--- src/rtl/cla_pkg.sv ---
// Shared types and helpers for the pipelined carry-lookahead adder.
package cla_pkg;

  // Per-stage control record: stage occupancy plus the registered group carry.
  typedef struct packed {
    logic valid;
    logic carry;
  } cla_stage_t;

  // Number of lookahead groups (and pipeline stages) needed to cover width bits.
  function automatic int unsigned cla_nstage(input int unsigned width, input int unsigned group);
    return (width + group - 1) / group;
  endfunction

endpackage

--- src/rtl/cla_group.sv ---
// Combinational W-bit carry-lookahead group: prefix generate/propagate feed every carry directly from cin.
module cla_group #(
  parameter int unsigned W = 8
) (
  input  logic [W-1:0] a,
  input  logic [W-1:0] b,
  input  logic         cin,
  output logic [W-1:0] sum,
  output logic         cout,
  output logic         grp_g,
  output logic         grp_p
);

  logic [W-1:0] g;
  logic [W-1:0] p;
  logic [W-1:0] gpre;
  logic [W-1:0] ppre;
  logic [W:0]   c;

  assign g = a & b;
  assign p = a ^ b;

  // Prefix G/P over bits [i:0], then each carry is a single G | P&cin term.
  always_comb begin
    gpre    = '0;
    ppre    = '0;
    c       = '0;
    gpre[0] = g[0];
    ppre[0] = p[0];
    for (int i = 1; i < int'(W); i++) begin
      gpre[i] = g[i] | (p[i] & gpre[i-1]);
      ppre[i] = p[i] & ppre[i-1];
    end
    c[0] = cin;
    for (int i = 0; i < int'(W); i++) begin
      c[i+1] = gpre[i] | (ppre[i] & cin);
    end
  end

  assign sum   = p ^ c[W-1:0];
  assign cout  = c[W];
  assign grp_g = gpre[W-1];
  assign grp_p = ppre[W-1];

endmodule

--- src/rtl/cla_adder_pipe.sv ---
// Pipelined carry-lookahead adder/subtractor, one GROUP-bit lookahead group per stage.
// Requires WIDTH >= 2 and 1 <= GROUP <= WIDTH; the top group may be partial.
// Optional feature: define CLA_PIPE_OVFL_EN to add the registered signed-overflow output o_ovfl.
module cla_adder_pipe
  import cla_pkg::*;
#(
  parameter int unsigned WIDTH = 32,
  parameter int unsigned GROUP = 8
) (
  input  logic             i_clk,
  input  logic             i_rst_n,
  input  logic             i_valid,
  output logic             o_ready,
  input  logic [WIDTH-1:0] i_add1,
  input  logic [WIDTH-1:0] i_add2,
  input  logic             i_cin,
  input  logic             i_sub,
  output logic             o_valid,
  input  logic             i_ready,
  output logic [WIDTH:0]   o_result
`ifdef CLA_PIPE_OVFL_EN
  ,
  output logic             o_ovfl
`endif
);

  localparam int unsigned NSTAGE = cla_nstage(WIDTH, GROUP);

  logic en;

  // Whole pipeline advances together unless a held result is blocking the output.
  assign en      = ~o_valid | i_ready;
  assign o_ready = en;

  for (genvar k = 0; k < int'(NSTAGE); k++) begin : g_stage
    localparam int unsigned LO   = k * GROUP;
    localparam int unsigned RW   = WIDTH - LO;
    localparam int unsigned GW   = (RW < GROUP) ? RW : GROUP;
    localparam bit          LAST = (k == int'(NSTAGE) - 1);

    logic [RW-1:0]    a_in;
    logic [RW-1:0]    b_in;
    logic             c_in;
    logic             v_in;
    logic [GW-1:0]    s_grp;
    logic             c_out;
    logic             gp_unused_g;
    logic             gp_unused_p;
    logic [LO+GW-1:0] s_next;
    logic [LO+GW-1:0] s_q;
    cla_stage_t       ctl_q;

    if (k == 0) begin : g_src
      // Entry stage: subtraction is folded in as A + ~B + 1.
      assign a_in   = i_add1;
      assign b_in   = i_sub ? ~i_add2 : i_add2;
      assign c_in   = i_sub | i_cin;
      assign v_in   = i_valid;
      assign s_next = s_grp;
    end else begin : g_src
      // Later stages consume the unresolved operand bits and carry left by the previous stage.
      assign a_in   = g_stage[k-1].g_fwd.a_q;
      assign b_in   = g_stage[k-1].g_fwd.b_q;
      assign c_in   = g_stage[k-1].ctl_q.carry;
      assign v_in   = g_stage[k-1].ctl_q.valid;
      assign s_next = {s_grp, g_stage[k-1].s_q};
    end

    cla_group #(
      .W (GW)
    ) u_grp (
      .a     (a_in[GW-1:0]),
      .b     (b_in[GW-1:0]),
      .cin   (c_in),
      .sum   (s_grp),
      .cout  (c_out),
      .grp_g (gp_unused_g),
      .grp_p (gp_unused_p)
    );

    // Stage register: valid, group carry-out and the result bits resolved so far.
    always_ff @(posedge i_clk or negedge i_rst_n) begin
      if (!i_rst_n) begin
        ctl_q <= '0;
        s_q   <= '0;
      end else if (en) begin
        ctl_q <= cla_stage_t'{valid: v_in, carry: c_out};
        s_q   <= s_next;
      end
    end

    if (!LAST) begin : g_fwd
      logic [RW-GW-1:0] a_q;
      logic [RW-GW-1:0] b_q;

      // Operand bits above this group travel on to the next stage.
      always_ff @(posedge i_clk or negedge i_rst_n) begin
        if (!i_rst_n) begin
          a_q <= '0;
          b_q <= '0;
        end else if (en) begin
          a_q <= a_in[RW-1:GW];
          b_q <= b_in[RW-1:GW];
        end
      end
    end

`ifdef CLA_PIPE_OVFL_EN
    if (LAST) begin : g_ovfl
      logic ovfl_q;

      // Signed overflow: carry into the MSB (recovered from its sum bit) differs from carry out.
      always_ff @(posedge i_clk or negedge i_rst_n) begin
        if (!i_rst_n) begin
          ovfl_q <= 1'b0;
        end else if (en) begin
          ovfl_q <= (a_in[GW-1] ^ b_in[GW-1] ^ s_grp[GW-1]) ^ c_out;
        end
      end
    end
`endif
  end

  assign o_valid  = g_stage[NSTAGE-1].ctl_q.valid;
  assign o_result = {g_stage[NSTAGE-1].ctl_q.carry, g_stage[NSTAGE-1].s_q};

`ifdef CLA_PIPE_OVFL_EN
  assign o_ovfl = g_stage[NSTAGE-1].g_ovfl.ovfl_q;
`endif

endmodule
--- config.mk ---
export PLATFORM = sky130hd
export DESIGN_NAME = cla_adder_pipe
export DESIGN_NICKNAME = d
export VERILOG_FILES = /design/src/rtl/cla_pkg.sv /design/src/rtl/cla_group.sv /design/src/rtl/cla_adder_pipe.sv
export SDC_FILE = /design/constraint.sdc
export NUM_CORES = 1
export LEC_CHECK = 0
export CORE_MARGIN = 2
export CORE_UTILIZATION = 40
export DETAILED_ROUTE_END_ITERATION = 6
export PLACE_DENSITY = 0.7
export SYNTH_ARGS = -nofsm -noshare
export SYNTH_HDL_FRONTEND = slang
export SYNTH_SLANG_ARGS = --single-unit
--- constraint.sdc ---
create_clock -name i_clk -period 3.6 [get_ports i_clk]
set_input_delay 0.54 -clock i_clk [delete_from_list [all_inputs] [get_ports i_clk]]
set_output_delay 0.54 -clock i_clk [all_outputs]
set_load 0.01 [all_outputs]
==> metrics.cfg <==
[critical_path]
regToRegSetupSlack_ns = 1.49
max_stage_delay_ns = 0.62
rr_endpoint = g_stage[2].s_q[20]
cpMostUsedCell = clkdlybuf4s50_1
endpoint_kind = output port
critPathRequiredTime_ns = 3.06
cp_num_buf_inv = 3
worstSetupPathType = in -> out
start_kind = primary input
cp_max_fo = 41
crit_arrival_ns = 2.08
slowest_stage = clkdlybuf4s50_1
path_delay_family = buffers and inverters
r2r-start = o_valid
crit_chain = clkdlybuf4s50_1 > nor2b_4 > inv_4 > clkdlybuf4s50_1
worstRegToRegCells = 5
startpoint = i_ready

[sta]
finalWorstSetupSlack_ns = 0.9774
clock.fmax_ghz = 0.3813
clock_skew_ns = 0.01105
fin_crit_sh_pct = 72.85
worstMarginPinSlew_ns = 0.7538
layout_min_cycle_time_ns = 2.623
finalHoldViolCount = 0
finalSetupViolCount = 0
slew_viol_final = 0
tns_ns = 0
slew_headroom_pct = 49.75
rsz0062_at_grt = false

[power]
clkPwrFrac_pct = 21.4
worst_ir_drop_vdd_uv = 365.3
finalPower_mw = 8.818
p_int_mw = 5.656
power.switching_mw = 3.162
powerDensity_nw_per_um2 = 850.4
p_leak_nw = 4.960
comb_power_share_pct = 38.5
pwr-share-seq_pct = 40.1
swShare_pct = 35.86

[yosys]
synth_most_common_cell = nand2_1
ys_seq_area_share_pct = 54.17
syn_nets = 1029
post_synth_inst_count = 923
synth_edf_count = 0
yosysTopAreaCellShare_pct = 54.17
synth_area_leaders = dfrtp_1 54%, nand2_1 19%, ha_1 4.7%, xnor2_1 3.2%, o21ai_0 2.5%
synth-main-ff-cell = dfrtp_1
yosysTopAreaCell = dfrtp_1
ys_types = 47
synth_top_family_by_area = simple AND/OR/NAND/NOR gates
yosys_warnings = 0
yosys.area_share.simple_pct = 23.06
synth_top_cells_by_count = 423 x nand2_1, 184 x dfrtp_1, 42 x o21ai_0
synth_area_um2 = 8501
synth-adder-area-share_pct = 5.652
synthMuxAreaShare_pct = 0
synth_compound_area_share_pct = 10.20
synth_seq_cells = 184
synth.avg_cell_area_um2 = 9.210
synth_xor_area_share_pct = 4.018
async_flop_share_pct = 100.0

[final_layout]
antenna_cells = 0
area_growth_pct = 21.99
drive_gt1_share_pct = 5.577
final_core_util_pct = 49.49
nets = 1115
final_cell_count_no_fill = 1297

[worst_hold_path]
min_path_type = in -> async

[route]
drc = 0
drtAntennaViolNets = 0
vias = 6217
routed_via_density = 4.793
drt_wl_total_mm = 16.80
dr.pass1.iters = 5
first_iter_violations = 384
wire_per_inst_um = 12.95

[global_routing]
grt_pass1_vias = 6115
grt_max_degree = 186
antenna_found_initial = 0
grt_pass1_wl_mm = 29.08
grt_usage_pct = 16.12
grt-ovfl-total = 0

[cts]
hold_buffers = 0
tritoncts = yes
ctsResizeCount = 0
cts_buffers = 17
path_clk_slew_ns = 0.06
cts_setup_buffers = 0
clock-root-buffer = clkbuf_16
h-tree-depth = 4
clockBufferDepth = 2
clock-sinks = 184
clock_latency_ns = 0.43

[floorplan]
row_count = 53
io_pins = 105
fp.dieH_um = 149.8
dieArea_um2 = 22430
start_util_pct = 40.57
die_x_um = 149.8
coreArea_um2 = 20960

[status]
outcome = complete, no violations

[place]
gp_congestion = 0.7541
pre_cts_slack_ns = 0.8635
place.port_buffers = 104
hpwl_mm = 11.42
dp_cells = 1265

[run]
cap_violations = 0

## sequential cells by signal, indices dropped and copies added, names as in the netlist
signal             flops
g_stage.c_in           3
g_stage.g_fwd.b_q     48
o_valid                1
g_stage.g_fwd.a_q     48
g_stage.v_in           3
g_stage.s_q           80
o_result               1
## cells in the final DEF (no fill, tap or decap), types with 5 or more instances in the layout
| master | count |
|---|---|
| nor2_1 | 7 |
| a21o_1 | 9 |
| o31ai_1 | 6 |
| a211o_1 | 5 |
| o21ai_0 | 42 |
| a211oi_1 | 10 |
| clkbuf_16 | 17 |
| buf_4 | 7 |
| and2_1 | 9 |
| nor3_1 | 15 |
| dfrtp_1 | 184 |
| xor2_1 | 8 |
| clkdlybuf4s50_1 | 102 |
| o211ai_1 | 11 |
| ha_1 | 32 |
| a21oi_1 | 12 |
| inv_1 | 7 |
| nand2_1 | 423 |
| o21ai_1 | 5 |
| nand3b_1 | 5 |
| nor3b_1 | 8 |
| xnor2_1 | 31 |
## logic make-up after synthesis
| group | after synthesis |
|---|---|
| simple gates | 483 |
| flops | 184 |
| compound gates | 127 |
| buf+inv | 54 |
| xor+xnor | 39 |
| fa+ha+maj | 36 |
## how the worst max path moves through the flow
stage | cells after the start | end
floorplan | 8 | g_stage[0].s_q[6]
global placement | 6 | g_stage[2].s_q[20]
detailed placement | 6 | g_stage[2].s_q[20]
CTS | 4 | o_ready
global route | 4 | o_ready
finish | 4 | o_ready
## layout make-up
class                   instances  area, um^2
fillers                      1990       10590
flip-flops and latches        184        4604
multi-input cells             685        3650
repair buffers                113        1132
clock buffers                  20       466.7
well taps                     275       344.1
clock inverters                12       140.1
inverters                       8       32.53
## worst register-to-register path, delay by kind of cell, from the launching register on
family / cells / cell delay (ns)
AO/OA/AOI/OAI: 2 / 0.36
buffers and inverters: 2 / 1.12
flip-flops: 1 / 0.35
AND/OR/NAND/NOR: 1 / 0.20
## through the flow
stage	cell area [um^2]	hold slack, ns
final	10370	0.1514
after global routing	10370	0.2427
after CTS	10370	0.1988
after detailed placement	9763	0.4497
after global placement	9763	0.4483
after floorplan	8501	0.2444
## power by group through the flow
stage | Sequential (mW) | Clock (mW) | Combinational, mW
after global routing | 3.67 | 2.02 | 3.89
after global placement | 3.55 | 0 | 3.33
final | 3.54 | 1.89 | 3.40
after detailed placement | 3.58 | 0 | 3.43
after CTS | 3.55 | 1.93 | 3.45
after floorplan | 3.51 | 0 | 2.38
## routing by layer
layer | part of all wire, % | vias up | global-route usage (%)
li1 | - | 3187 | -
met1 | 48 | 2908 | 22.60
met2 | 48 | 105 | 25.37
met3 | 3.2 | 17 | 2.866
met4 | 1.4 | 0 | 5.566
met5 | 0 | - | 0
No activity file was read; power rests on OpenSTA's default activity.
